**src/rtl/frame_update_scheduler.sv**
```systemverilog
// Hands out one update slot per client, in fixed order, at each entry into
// vertical blanking so game-state engines never change while pixels are drawn.
module frame_update_scheduler #(
    parameter int N_CLIENTS    = 4,
    parameter int Y_POS_W      = 10,
    parameter int SCREEN_V_RES = 480,
    parameter int FRAME_CNT_W  = 8
) (
    input  logic                         clk_i,
    input  logic                         rst_i,
    input  logic [Y_POS_W-1:0]           pixel_y_i,
    input  logic                         enable_i,
    input  logic [N_CLIENTS-1:0]         upd_done_i,
    input  logic                         overrun_clr_i,
    output logic [N_CLIENTS-1:0]         upd_req_o,
    output logic [$clog2(N_CLIENTS)-1:0] cur_client_o,
    output logic                         busy_o,
    output logic                         frame_tick_o,
    output logic [FRAME_CNT_W-1:0]       frame_cnt_o,
    output logic                         overrun_o
);

    localparam int CLI_W = $clog2(N_CLIENTS);
    localparam logic [CLI_W-1:0]   LAST_IDX = CLI_W'(N_CLIENTS - 1);
    localparam logic [Y_POS_W-1:0] V_RES    = Y_POS_W'(SCREEN_V_RES);

    typedef enum logic {IDLE, REQ} state_t;

    state_t                   state_reg;
    logic                     vb_reg;
    logic [N_CLIENTS-1:0]     upd_req_reg;
    logic [CLI_W-1:0]         idx_reg;
    logic                     busy_reg;
    logic                     frame_tick_reg;
    logic [FRAME_CNT_W-1:0]   frame_cnt_reg;
    logic                     overrun_reg;

    logic                     vb_now;
    logic                     vb_rise;
    logic [N_CLIENTS-1:0]     done_hit;
    logic                     done_cur;
    logic                     last_client;
    logic                     seq_complete;
    logic                     seq_abort;

    assign vb_now  = (pixel_y_i >= V_RES);
    assign vb_rise = vb_now & ~vb_reg;

    // The request vector is one-hot, so masking by it picks out the served client's done.
    genvar gi;
    generate
        for (gi = 0; gi < N_CLIENTS; gi++) begin : g_done
            assign done_hit[gi] = upd_req_reg[gi] & upd_done_i[gi];
        end
    endgenerate

    assign done_cur     = |done_hit;
    assign last_client  = (idx_reg == LAST_IDX);
    assign seq_complete = (state_reg == REQ) && done_cur && last_client;
    assign seq_abort    = (state_reg == REQ) && !vb_now && !seq_complete;

    always_ff @(posedge clk_i) begin
        if (rst_i) begin
            state_reg      <= IDLE;
            vb_reg         <= 1'b1;  // avoids a false start when reset releases mid-blank
            upd_req_reg    <= '0;
            idx_reg        <= '0;
            busy_reg       <= 1'b0;
            frame_tick_reg <= 1'b0;
            frame_cnt_reg  <= '0;
            overrun_reg    <= 1'b0;
        end else begin
            vb_reg         <= vb_now;
            frame_tick_reg <= vb_rise;

            if (seq_abort) begin
                overrun_reg <= 1'b1;
            end else if (overrun_clr_i) begin
                overrun_reg <= 1'b0;
            end

            case (state_reg)
                IDLE: begin
                    if (vb_rise && enable_i) begin
                        state_reg   <= REQ;
                        idx_reg     <= '0;
                        upd_req_reg <= N_CLIENTS'(1);
                        busy_reg    <= 1'b1;
                    end
                end
                REQ: begin
                    if (seq_complete) begin
                        state_reg     <= IDLE;
                        idx_reg       <= '0;
                        upd_req_reg   <= '0;
                        busy_reg      <= 1'b0;
                        frame_cnt_reg <= frame_cnt_reg + FRAME_CNT_W'(1);
                    end else if (seq_abort) begin
                        state_reg   <= IDLE;
                        idx_reg     <= '0;
                        upd_req_reg <= '0;
                        busy_reg    <= 1'b0;
                    end else if (done_cur) begin
                        idx_reg     <= idx_reg + CLI_W'(1);
                        upd_req_reg <= upd_req_reg << 1;
                    end
                end
                default: begin
                    state_reg   <= IDLE;
                    upd_req_reg <= '0;
                    busy_reg    <= 1'b0;
                end
            endcase
        end
    end

    assign upd_req_o    = upd_req_reg;
    assign cur_client_o = idx_reg;
    assign busy_o       = busy_reg;
    assign frame_tick_o = frame_tick_reg;
    assign frame_cnt_o  = frame_cnt_reg;
    assign overrun_o    = overrun_reg;

endmodule

```
**config.mk**
```make
export PLATFORM = sky130hd
export DESIGN_NAME = frame_update_scheduler
export DESIGN_NICKNAME = d
export VERILOG_FILES = /design/src/rtl/frame_update_scheduler.sv
export SDC_FILE = /design/constraint.sdc
export NUM_CORES = 1
export LEC_CHECK = 0
export ABC_CLOCK_PERIOD_IN_PS = 1500
export BUFFER_PORTS_ARGS = -buffer_cell sky130_fd_sc_hd__buf_2
export CELL_PAD_IN_SITES_DETAIL_PLACEMENT = 1
export CELL_PAD_IN_SITES_GLOBAL_PLACEMENT = 1
export CORE_ASPECT_RATIO = 1.5
export CORE_UTILIZATION = 30
export DETAILED_ROUTE_END_ITERATION = 16
export PLACE_DENSITY_LB_ADDON = 0.1
export SLEW_MARGIN = 10
export SYNTH_ARGS = -nofsm -noshare
export SYNTH_HDL_FRONTEND = slang
export SYNTH_SLANG_ARGS = --single-unit
```
**constraint.sdc**
```tcl
create_clock -name clk_i -period 1.5 [get_ports clk_i]
set_input_delay 0.075 -clock clk_i [delete_from_list [all_inputs] [get_ports clk_i]]
set_output_delay 0.075 -clock clk_i [all_outputs]
set_load 0.05 [all_outputs]
```
# Word-level counts from Yosys, hierarchy flattened
# Index checks and enable logic that the tools add are counted.
totals:
  elab_cells: 54
  out_inout_bits: 17
  regBits: 19
op_classes:
  n_eq_ne: 4
  reduce_logical: 12
  n_mux: 20
  order_cmp: 1
  add_sub_neg: 2
  n_bitwise: 7
ops:
  columns: ["operator", "count"]
  rows:
  - ["$mux 4", 4]
  - ["$ge 10x9->1 const B", 1]
  - ["$add 8x1->8 const B", 1]
  - ["$mux 1", 8]
  - ["$mux 2", 4]
  - ["$pmux 4 s2", 1]
  - ["$reduce_and 2->1", 3]
  - ["$and 1x1->1", 5]
  - ["$logic_and 1x1->1", 5]
  - ["$ne 4x1->1 const B", 1]
  - ["$pmux 1 s2", 2]
  - ["$pmux 2 s2", 1]
  - ["$reduce_or 4->1", 1]
  - ["$ne 3x1->1 const B", 1]
  - ["$add 2x1->2 const B", 1]
  - ["$eq 2x2->1 const B", 1]
  - ["$logic_not 1->1", 2]
  - ["$ne 2x2->1 const B", 1]
  - ["$not 1->1", 2]
  - ["$reduce_bool 2->1", 1]

# Logic depth before layout (Yosys ltp)
# Gate-level depths: netlist of run 1.
logic_depth:
  word_depth: 9
  mapped_depth: 5
  ltp_nobuf: 5

# Least setup slack after synthesis of run 1
# No wires, ideal clock.
synth_timing:
  kind: "register -> register"
  from: "register idx_reg[0], in the netlist cur_client_o[0]"
  to: "register frame_cnt_reg[5], in the netlist frame_cnt_o[5]"
  synth_period_minus_slack_ns: 1.839
  path_stages_with_launch: 6
  arrival_time_ns: 1.712
  path_slack_ns: -0.339
  required_ns: 1.372
  n_path_buf: 0
  cell_sequence: "dfxtp_1 ha_1 nand4_2 a2111oi_2 xnor2_1 nor2_1"
synth_between:
  elab_chain_len: 3
synth_rtl:
  columns: ["item", "line_no", "source"]
  rows:
  - ["start, declared", "32", "logic [CLI_W-1:0] idx_reg;"]
  - ["start signal, assigned", "104", "idx_reg <= idx_reg + CLI_W'(1);"]
  - ["$eq 2x2->1", "58", "assign last_client = (idx_reg == LAST_IDX);"]
  - ["$logic_and 1x1->1", "59", "assign seq_complete = (state_reg == REQ) && done_cur && last_client;"]
  - ["$reduce_and 2->1 (no line)", null, null]
  - ["end signal, assigned", "97", "frame_cnt_reg <= frame_cnt_reg + FRAME_CNT_W'(1);"]
  - ["end, declared", "35", "logic [FRAME_CNT_W-1:0] frame_cnt_reg;"]
# Every way passes these cells.
# A chain may end at the register's enable or synchronous reset.

# Final worst setup path of run 1
layout_timing:
  from: "register idx_reg[0], in the netlist cur_client_o[0]"
  to: "register frame_cnt_reg[7], in the netlist frame_cnt_o[7]"
# Same word-level chain as after synthesis.

==> impl_results.md, run 1 <==
* Post-synth top area cell: dfxtp_1
* H-tree depth at 1
* Core area at roughly 2700 µm²
* Post-synthesis xor/xnor area fraction at 5.95%
* Number of synthesized flops with an enable pin at 0
* R2r setup slk at 80 ps
* Cell variety after synth at 33
* Largest net degree at the start of global routing at 11
* Post-route setup TNS at 0 ps
* Detail Route Antenna Nets at 0
* Vias in the first global route at 797
* Clock sinks at 19
* Number of buffers added on ports at 29
* GPL Wtd Cong at 0.770
* Routed len/inst at 13.2 µm
* Pwr/cell area at approximately 800 nW/µm²
* Maxcap violations at 0
* DP HPWL at 1680 µm
* Maximum vdd drop at between 0.5 and 0.6 mV
* CTS Hold Buffers Added at 0
* Share of layout cells above drive strength 1 at 50.8%
* Final setup margin at approximately 76 ps
* Status: finished, final reports clean
* Area of the die at 3170 µm²
* Synth Area in Compound Gates at 24.4%
* Tcrit/Tclk final at 94.9%
* Hold Path End: overrun_o
* Initial antenna violation count at 0
* Bufs on Longest Clock Path at 2
* Leak pwr at 0.491 nW
* Post-synthesis mux area share at 2.41%
* Synth Net Count at between 100 and 150
* Via/cell ratio at a little under 5
* Detailed Route WL at 2080 µm
* GRT Resource Usage Total at between 15 and 20%
* Clock Root Buffer: clkbuf_8
* Number of nets in the layout at 141
* Num CTS Buffers at 3
* Synth Cell Area at between 800 and 900 µm²
* Post-synth top area share at 43.1%
* First-pass GRT wire length at 3490 µm
* Yosys reg bits at 19
* Max reg flops at 8
* Tightest Pin Transition at 388 ps
* Hold Crit Depth at 3
* Drt first pass iters at 2
* Die Wd at 46.3 µm
* DRC at 0
* Post-cts sizing count at 0
* Pre-CTS setup slack at ~50 ps
* Reg-to-reg endpoint: frame_cnt_o[7]
* Clk slew on worst S/H paths at 70 ps
* Mapped Avg Cell Area at 10.5 µm²
* Synth Area in Adders at 2.83%
* Min Clock Period, post-route at ~1400 ps
* Worst EP required at between 1500 and 2000 ps
* Post-synth ARST share at 0%
* Hold Startpoint: overrun_clr_i
* R2R Path Start: cur_client_o[0]
* DRT iter0 DRCs at 12
* Max Slew Vio Count at 0
* Crit. End Element: register
* Row count at 23
* CTS tree: built
* Final hold violation count at 0
* Clock Skew at 3.54 ps
* Layout area overhead at 33.7%
* Worst-path fanout max at 3
* CP startpoint kind: register
* Remaining global-route overflow at 0
* Post-synth top flop: dfxtp_1
* Slew HR at 74.2%
* Post-synthesis simple-gate area fraction at 19.3%
* Synth area leaders: dfxtp_1 43%, xnor2_1 5.9%, a22oi_4 4.8%, a211oi_1 4.2%, a22o_1 4.0%
* Initial Util at around a third
* IO Pins at 35
* Via count at 768
* Sequential share of the synthesized area at 43.1%
* Finish-stage setup viols at 0
* Post-CTS Setup Bufs at 0
* Die H at around 68 µm
* Crit path DAT at 1580 ps
* Worst hold path type: input pin to register
* Main combinational cell family by area after synthesis: compound AO/OA/AOI/OAI gates
* Synth warn at 0
* Synthesized instance count at 84
* R2R depth at 5
* RSZ-0062 raised after global routing: true
* Worst-skew pair later-pin latency at 250 ps
* Crit Path Category: register to register
* N_diodes at 0
* Fmax at 702 MHz
through the flow:
step	utilization, %	instances	cell area, µm²	power [W]	hold WS [ps]
floorplan	-	84	915	0.000571	198
global placement	41.6	153	1140	0.000610	383
detailed placement	41.6	153	1140	0.000613	391
CTS	43.2	157	1180	0.000977	120
global route	43.2	157	1180	0.00100	128
finish	43.2	157	1180	0.000956	121
layout by cell type (no fill, tap or decap), types with 2 or more instances in the layout:
| cell | count |
|---|---|
| buf_2 | 29 |
| nor2_1 | 9 |
| dfxtp_2 | 9 |
| dfxtp_1 | 8 |
| xnor2_1 | 6 |
| nand2_1 | 5 |
| a211oi_1 | 5 |
| buf_4 | 5 |
| nand2b_1 | 4 |
| a22o_1 | 4 |
| inv_1 | 3 |
| clkbuf_8 | 3 |
| a22oi_4 | 2 |
| a2111oi_2 | 2 |
| nand3_1 | 2 |
| dfxtp_4 | 2 |
power by group:
group | switching, W | internal, W | total [W]
combinational | 0.0000506 | 0.0000354 | 0.0000860
clock | 0.000167 | 0.000189 | 0.000356
sequential | 0.00000654 | 0.000507 | 0.000514
total | 0.000225 | 0.000731 | 0.000956
layer usage:
| layer | vias up | wire length (µm) | track usage, % |
|---|---|---|---|
| li1 | 378 | - | - |
| met1 | 372 | 774 | 15.0 |
| met2 | 16 | 1230 | 30.7 |
| met3 | 2 | 57 | 2.64 |
| met4 | 0 | 12 | 4.41 |
| met5 | - | 0 | 0 |
Yosys cell counts (2+ instances only):
| cell | count |
|---|---|
| xnor2_1 | 6 |
| nand2_1 | 5 |
| nand3_1 | 2 |
| ha_1 | 2 |
| nor2_1 | 9 |
| a211oi_1 | 5 |
| nand2b_1 | 4 |
| a22oi_4 | 2 |
| a22o_1 | 4 |
| dfxtp_1 | 19 |
| inv_1 | 3 |
| a2111oi_2 | 2 |
kinds of logic (layout without fill, tap and decap cells):
family | after synthesis | after routing
and+or+nand+nor | 29 | 29
AOI/OAI and AO/OA | 21 | 21
buffers and inverters | 5 | 41
DFF | 19 | 19
adders and majority gates | 2 | 2
xor gates and xnor gates | 6 | 6
muxes | 2 | 2
worst max-delay path by stage:
stage / cells past startpoint / startpoint / endpoint
floorplan: 4 / frame_cnt_o[5] / frame_cnt_o[7]
global placement: 5 / cur_client_o[0] / frame_cnt_o[7]
detailed placement: 5 / cur_client_o[0] / frame_cnt_o[7]
CTS: 5 / cur_client_o[0] / frame_cnt_o[7]
global route: 5 / cur_client_o[0] / frame_cnt_o[5]
finish: 5 / cur_client_o[0] / frame_cnt_o[7]
cell type report:
| type | count | area (µm²) |
|---|---|---|
| multi-input combinational | 60 | 497 |
| tap | 37 | 46.3 |
| sequential | 19 | 399 |
| timing repair buffer | 34 | 183 |
| clock buffer | 4 | 45.0 |
| inverter | 3 | 11.3 |
| fill | 329 | 1550 |
worst max-delay path, cell delays in order (launching register included):
cell	delay, ps
dfxtp_4	370
ha_4	160
nand4_2	160
a2111oi_2	430
xnor2_1	160
nor2_1	50
No activity file was read; power rests on OpenSTA's default activity.
==> run 2, diff against run 1 <==
--- a/config.mk
+++ b/config.mk
@@ -5,15 +5,16 @@
 export SDC_FILE = /design/constraint.sdc
 export NUM_CORES = 1
 export LEC_CHECK = 0
-export ABC_CLOCK_PERIOD_IN_PS = 1500
+export ABC_CLOCK_PERIOD_IN_PS = 1600
 export BUFFER_PORTS_ARGS = -buffer_cell sky130_fd_sc_hd__buf_2
 export CELL_PAD_IN_SITES_DETAIL_PLACEMENT = 1
 export CELL_PAD_IN_SITES_GLOBAL_PLACEMENT = 1
 export CORE_ASPECT_RATIO = 1.5
 export CORE_UTILIZATION = 30
 export DETAILED_ROUTE_END_ITERATION = 16
-export PLACE_DENSITY_LB_ADDON = 0.1
+export PLACE_DENSITY_LB_ADDON = 0.15
 export SLEW_MARGIN = 10
 export SYNTH_ARGS = -nofsm -noshare
 export SYNTH_HDL_FRONTEND = slang
 export SYNTH_SLANG_ARGS = --single-unit
+export TNS_END_PERCENT = 1
==> constraint.sdc (replaced) <==
create_clock -name clk_i -period 1.6 [get_ports clk_i]
set_input_delay 0.08 -clock clk_i [delete_from_list [all_inputs] [get_ports clk_i]]
set_output_delay 0.08 -clock clk_i [all_outputs]
set_load 0.05 [all_outputs]
==> run 2 against run 1 <==
  * Via count shrank 1.6%
  * Combinational power decreased by 11%
  * Die area unchanged
  * Global-route usage shrank 0.75 points
  * Critical path type unchanged
  * Cell area fell by 0.74%
  * Cell count decreased by 1.3%
  * Highest routed layer unchanged
  * Critical path depth unchanged
  * Clock power decreased by 11%
  * First-iteration DRC count shrank 92%
  * Register-to-register slack about the same
  * Largest cell class unchanged
  * Sequential share of layout area down 0.49 points
==> impl_results.md, run 2 (synthesized netlist as in run 1, its figures left out) <==
* Maximum vdd drop at 0.375 mV (-29%)
* First-pass GRT wire length at 3230 µm (-7.5%)
* Row count at 23 (unchanged)
* Share of layout cells above drive strength 1 at 44.1% (-6.8 points)
* Crit Path Category: register to register
* Crit-path max cell delay at 410 ps (-20 ps)
* Via count at 756 (-1.6%)
* Drt first pass iters at 3 (+1)
* GRT Resource Usage Total at 14.6% (-0.75 points)
* Max reg flops at 8 (unchanged)
* CP startpoint: cur_client_o[0]
* Number of buffers added on ports at 29 (unchanged)
* Detail Route Antenna Nets at 0 (unchanged)
* Area of the die at 3170 µm² (unchanged)
* Tcrit/Tclk final at 95.0% (about the same)
* DRT iter0 DRCs at 1 (-11)
* CTS tree: built
* Register area at 390 µm² (-2.2%)
* Most common cell after layout, fill and taps aside: buf_2
* CP startpoint kind: register
* Reg-to-reg endpoint: frame_cnt_o[7]
* R2r setup slk at 80 ps (about the same)
* Worst-path fanout max at 3 (unchanged)
* Worst-skew pair later-pin latency at 250 ps (about the same)
* Bufs on Longest Clock Path at 2 (unchanged)
* Maxcap violations at 0 (unchanged)
* Crit-path cells: ha_2 -> nand4_2 -> a2111oi_4 -> xnor2_1 -> nor2_1
* Worst path slowest cell: a2111oi_4
* Area of the multi-input gates at 512 µm² (+3.0%)
* R2R depth at 5 (unchanged)
* Pwr/cell area at 746 nW/µm² (-7.8%)
* RSZ-0062 raised after global routing: true
* Die H at 68.5 µm (unchanged)
* Via/cell ratio at 4.88 (-0.29%)
* End-of-flow core utilization at 42.9% (-0.32 points)
* Vias in the first global route at 720 (-9.7%)
* Num CTS Buffers at 3 (unchanged)
* N_diodes at 0 (unchanged)
* Layout area overhead at 32.7%
* Finish-stage setup viols at 0 (unchanged)
* Worst EP required at 1730 ps (+80 ps)
* Clock Root Buffer: clkbuf_8
* Detailed Route WL at 2080 µm (about the same)
* Fmax at 658 MHz (-6.3%)
* CTS Hold Buffers Added at 0 (unchanged)
* Clock Skew at 2.04 ps (-1.49 ps)
* Routed len/inst at 13.4 µm (+1.4%)
* Min Clock Period, post-route at 1520 ps (+96.1 ps)
* Fill count at 326 (-0.91%)
* Crit. End Element: register
* Number of nets in the layout at 139 (-1.4%)
* Largest net degree at the start of global routing at 18 (+7)
* Tightest Pin Transition at 380 ps (-7.12 ps)
* Max Slew Vio Count at 0 (unchanged)
* DRC at 0 (unchanged)
* Clk slew on worst S/H paths at 70 ps (about the same)
* Initial antenna violation count at 0 (unchanged)
* Post-CTS Setup Bufs at 0 (unchanged)
* Post-cts sizing count at 0 (unchanged)
* DP HPWL at 1600 µm (-4.8%)
* Crit path DAT at 1650 ps (+70 ps)
* Hold slack at 68.1 ps (-53.2 ps)
* Initial Util at 32.3% (unchanged)
* Final hold violation count at 0 (unchanged)
* R2R Path Start: cur_client_o[0]
* Status: finished, final reports clean
* Slew HR at 74.5% (+0.32 points)
* Worst hold path type: input pin to register
* GPL Wtd Cong at 0.769 (-0.10%)
* Final setup margin at 80.2 ps (+3.85 ps)
* Die Wd at 46.3 µm (unchanged)
* Clock sinks at 19 (unchanged)
* Leak pwr at 0.481 nW (-2.1%)
* End of the critical path: frame_cnt_o[7]
* Remaining global-route overflow at 0 (unchanged)
* H-tree depth at 1 (unchanged)
* IO Pins at 35 (unchanged)
* Core area at 2730 µm² (unchanged)
* Most frequent cells in the layout: 29 x buf_2, 15 x dfxtp_1, 9 x nor2_1, 6 x xnor2_1
* Pre-CTS setup slack at 56.1 ps (+7.23 ps)
run 2: worst min-delay path by stage:
stage	endpoint	start	slack [ps]	depth (start not counted)
6_report	vb_reg	pixel_y_i[9]	70	3
2_1_floorplan	vb_reg	pixel_y_i[9]	200	2
4_1_cts	vb_reg	pixel_y_i[9]	60	3
5_1_grt	vb_reg	pixel_y_i[9]	70	3
3_3_place_gp	vb_reg	pixel_y_i[9]	320	3
3_5_place_dp	vb_reg	pixel_y_i[9]	330	3
run 2: stage by stage:
stage	cell area [µm²]	std cells	TNS, ps	power (W)
4_1_cts	1150	155	0	0.000892
3_3_place_gp	1100	151	0	0.000566
6_report	1170	155	0	0.000875
3_5_place_dp	1100	151	0	0.000568
5_1_grt	1170	155	-5.10	0.000925
2_1_floorplan	896	84	-25.7	0.000535
run 2: cell type report:
class / instances / share of cell area [%]
Clock buffer: 4 / 3.84
Sequential cell: 19 / 33.3
Timing Repair Buffer: 32 / 14.3
Multi-Input combinational cell: 60 / 43.7
Tap cell: 37 / 3.95
Inverter: 3 / 0.961
run 2: critical path: cells and delay by family, from the launching register on:
kind	cells	cell delay (ps)
simple gates	2	260
fa+ha+maj	1	220
flops	1	350
xor+xnor	1	160
compound gates	1	410
run 2: metal layers:
layer | part of all wire, % | vias up | global-route usage [%] | wire length, µm
met5 | 0 | - | 0 | 0
met4 | 1.2 | 0 | 7.72 | 25
met3 | 2.6 | 2 | 2.37 | 55
met2 | 55 | 13 | 27.3 | 1150
met1 | 41 | 365 | 14.6 | 842
li1 | - | 376 | - | -
run 2: power breakdown:
| group | switching, W | total (W) | internal (W) |
|---|---|---|---|
| sequential | 0.00000457 | 0.000480 | 0.000476 |
| combinational | 0.0000478 | 0.0000765 | 0.0000286 |
| clock | 0.000142 | 0.000318 | 0.000176 |
| total | 0.000194 | 0.000875 | 0.000681 |
==> run 3, diff against run 2 <==
--- a/config.mk
+++ b/config.mk
@@ -13,6 +13,7 @@
 export CORE_UTILIZATION = 30
 export DETAILED_ROUTE_END_ITERATION = 16
 export PLACE_DENSITY_LB_ADDON = 0.15
+export SETUP_SLACK_MARGIN = 0.4
 export SLEW_MARGIN = 10
 export SYNTH_ARGS = -nofsm -noshare
 export SYNTH_HDL_FRONTEND = slang
==> run 3 against run 2 <==
  * Sequential power is essentially flat
  * Clock skew grew 7.1 ps
  * Sequential cell count is the same
  * Core utilization grew 3.5 points
  * Largest cell class unchanged
  * Highest routed layer unchanged
==> impl_results.md, run 3 (synthesized netlist as in run 1, its figures left out) <==
* IO Pins at 35 (unchanged)
* Bufs on Longest Clock Path at 2 (unchanged)
* Layout area overhead at 43.6%
* Initial Util at 32.3% (unchanged)
* Area of the die at 3170 µm² (unchanged)
* Switching power share of the total at 24.9% (+2.7 points)
* Pwr/cell area at 714 nW/µm² (-4.4%)
* Die H at 68.5 µm (unchanged)
* Crit path DAT at 1430 ps (-220 ps)
* CTS tree: built
* Most frequent cells in the layout: 29 x buf_2, 9 x nor2_1, 9 x dfxtp_2, 6 x xnor2_1
* Register area at 410 µm² (+5.1%)
* Clock Root Buffer: clkbuf_8
* Max reg flops at 8 (unchanged)
* Sw Pwr at 0.000226 W (+16%)
* DRC at 0 (unchanged)
* Worst-path fanout max at 4 (+1)
* Routed len/inst at 13.9 µm (+3.8%)
* Fmax at 775 MHz (+18%)
* Largest net degree at the start of global routing at 18 (unchanged)
* Pint at 0.000680 W (-0.14%)
* CP startpoint kind: register
* N_diodes at 0 (unchanged)
* Core area at 2730 µm² (unchanged)
* Clock Skew at 9.18 ps (+7.13 ps)
* Num CTS Buffers at 3 (unchanged)
* Leak pwr at 0.514 nW (+7.0%)
* Worst EP required at 1740 ps (about the same)
* Area of the multi-input gates at 549 µm² (+7.3%)
* Vias in the first global route at 807 (+12%)
* Share of layout cells above drive strength 1 at 56.2% (+12 points)
* Post-route setup TNS at 0 ps (unchanged)
* Tcrit/Tclk final at 80.7% (-14 points)
* Clk pwr share at 37.7% (+1.3 points)
* Crit. End Element: register
* Number of buffers added on ports at 29 (unchanged)
* Detail Route Antenna Nets at 0 (unchanged)
* Part of the power in registers at 52.7% (-2.2 points)
* Drt first pass iters at 2 (-1)
* Maxcap violations at 0 (unchanged)
* Via count at 765 (+1.2%)
* Status: finished, final reports clean
* GRT Resource Usage Total at 15.9% (+1.3 points)
* Remaining global-route overflow at 0 (unchanged)
* Placed insts at 150 (-0.66%)
* Detailed Route WL at 2200 µm (+5.8%)
* Crit Path Category: register to register
* Die Wd at 46.3 µm (unchanged)
* First-pass GRT wire length at 3550 µm (+10%)
* DP HPWL at 1640 µm (+2.2%)
* Final hold violation count at 0 (unchanged)
* Most common cell after layout, fill and taps aside: buf_2
* Worst path slowest cell: dfxtp_4
* Fill count at 326 (unchanged)
* Crit-path cells: a22oi_4 -> buf_6 -> a2111oi_4 -> xnor2_1 -> nor2_1
* Pre-CTS setup slack at 157 ps (+101 ps)
* H-tree depth at 1 (unchanged)
* DRT iter0 DRCs at 6 (+5)
* Slew HR at 75.3% (+0.81 points)
* Via/cell ratio at 4.84 (-0.73%)
* Number of nets in the layout at 142 (+2.2%)
* Worst hold path type: input pin to register
* CTS Hold Buffers Added at 0 (unchanged)
* Max Slew Vio Count at 0 (unchanged)
* Crit-path max cell delay at 370 ps (-40 ps)
* Initial antenna violation count at 0 (unchanged)
* Min Clock Period, post-route at 1290 ps (-229 ps)
* Row count at 23 (unchanged)
* RSZ-0062 raised after global routing: true
* Maximum vdd drop at 0.414 mV (+10%)
* Clock sinks at 19 (unchanged)
* Clk slew on worst S/H paths at 80 ps (about the same)
* GPL Wtd Cong at 0.760 (-1.2%)
* Crit-path leading delay family: compound AO/OA/AOI/OAI gates
* Finish-stage setup viols at 0 (unchanged)
* Bufs and invs on worst path at 1 (+1)
* Final setup margin at 309 ps (+229 ps)
* Tightest Pin Transition at 371 ps (-9.91 ps)
* Worst-skew pair later-pin latency at 260 ps (about the same)
* Final Instance Count excl. Fillers at 158 (+1.9%)
* Gate power share at 9.6% (+0.9 points)
==> run 3: final cells by class <==
cell class | count | share of cell area, %
sequential | 19 | 32.3
clock buffer | 3 | 3.25
timing repair buffer | 35 | 16.2
clock inverter | 1 | 0.394
tap | 37 | 3.65
multi-input combinational | 60 | 43.3
inverter | 3 | 0.888
==> run 3: final timing paths <==
check | end | slack (ps) | startpoint | cells after the start
setup reg to reg | frame_cnt_o[7] | 310 | upd_req_o[0] | 5
hold reg to reg | frame_tick_o | 420 | vb_reg | 1
setup / recovery | frame_cnt_o[7] | 310 | upd_req_o[0] | 5
hold / removal | vb_reg | 60 | pixel_y_i[9] | 3
==> run 3: metrics by stage <==
stage               utilization [%]  hold WS (ps)  power [W]  cell area, µm²
floorplan                         -           203   0.000538             965
detailed placement             42.6           334   0.000569            1160
finish                         46.4          62.2   0.000906            1270
CTS                            46.4          64.6   0.000914            1270
global placement               42.6           324   0.000567            1160
global route                   46.4          73.5   0.000940            1270
==> run 3: worst reg2reg max path: cells and delay by family, from the launching register on <==
family                 cells  cell delay [ps]
AND/OR/NAND/NOR            1               50
XOR/XNOR                   1              160
AO/OA/AOI/OAI              2              470
flip-flops                 1              370
buffers and inverters      1              140
==> run 3: routing by layer <==
metal	part of all wire [%]	wire, µm	global-route usage [%]
met5	0	0	0
met4	1.8	40	8.82
met3	2.0	45	1.58
met2	58	1270	29.9
met1	38	836	16.1
==> run 3: power groups by stage <==
stage	Sequential (W)	Clock, W	Combinational (W)
2_1_floorplan	0.000504	0	0.0000338
3_3_place_gp	0.000491	0	0.0000760
3_5_place_dp	0.000491	0	0.0000781
4_1_cts	0.000477	0.000350	0.0000882
5_1_grt	0.000477	0.000369	0.0000935
6_report	0.000477	0.000341	0.0000871
==> run 3: timing repair <==
item,4_1_cts,5_1_grt
buffers inserted,4,0
endpoints found under the setup margin,16,15
pin swaps,7,0
resized for setup,9,0
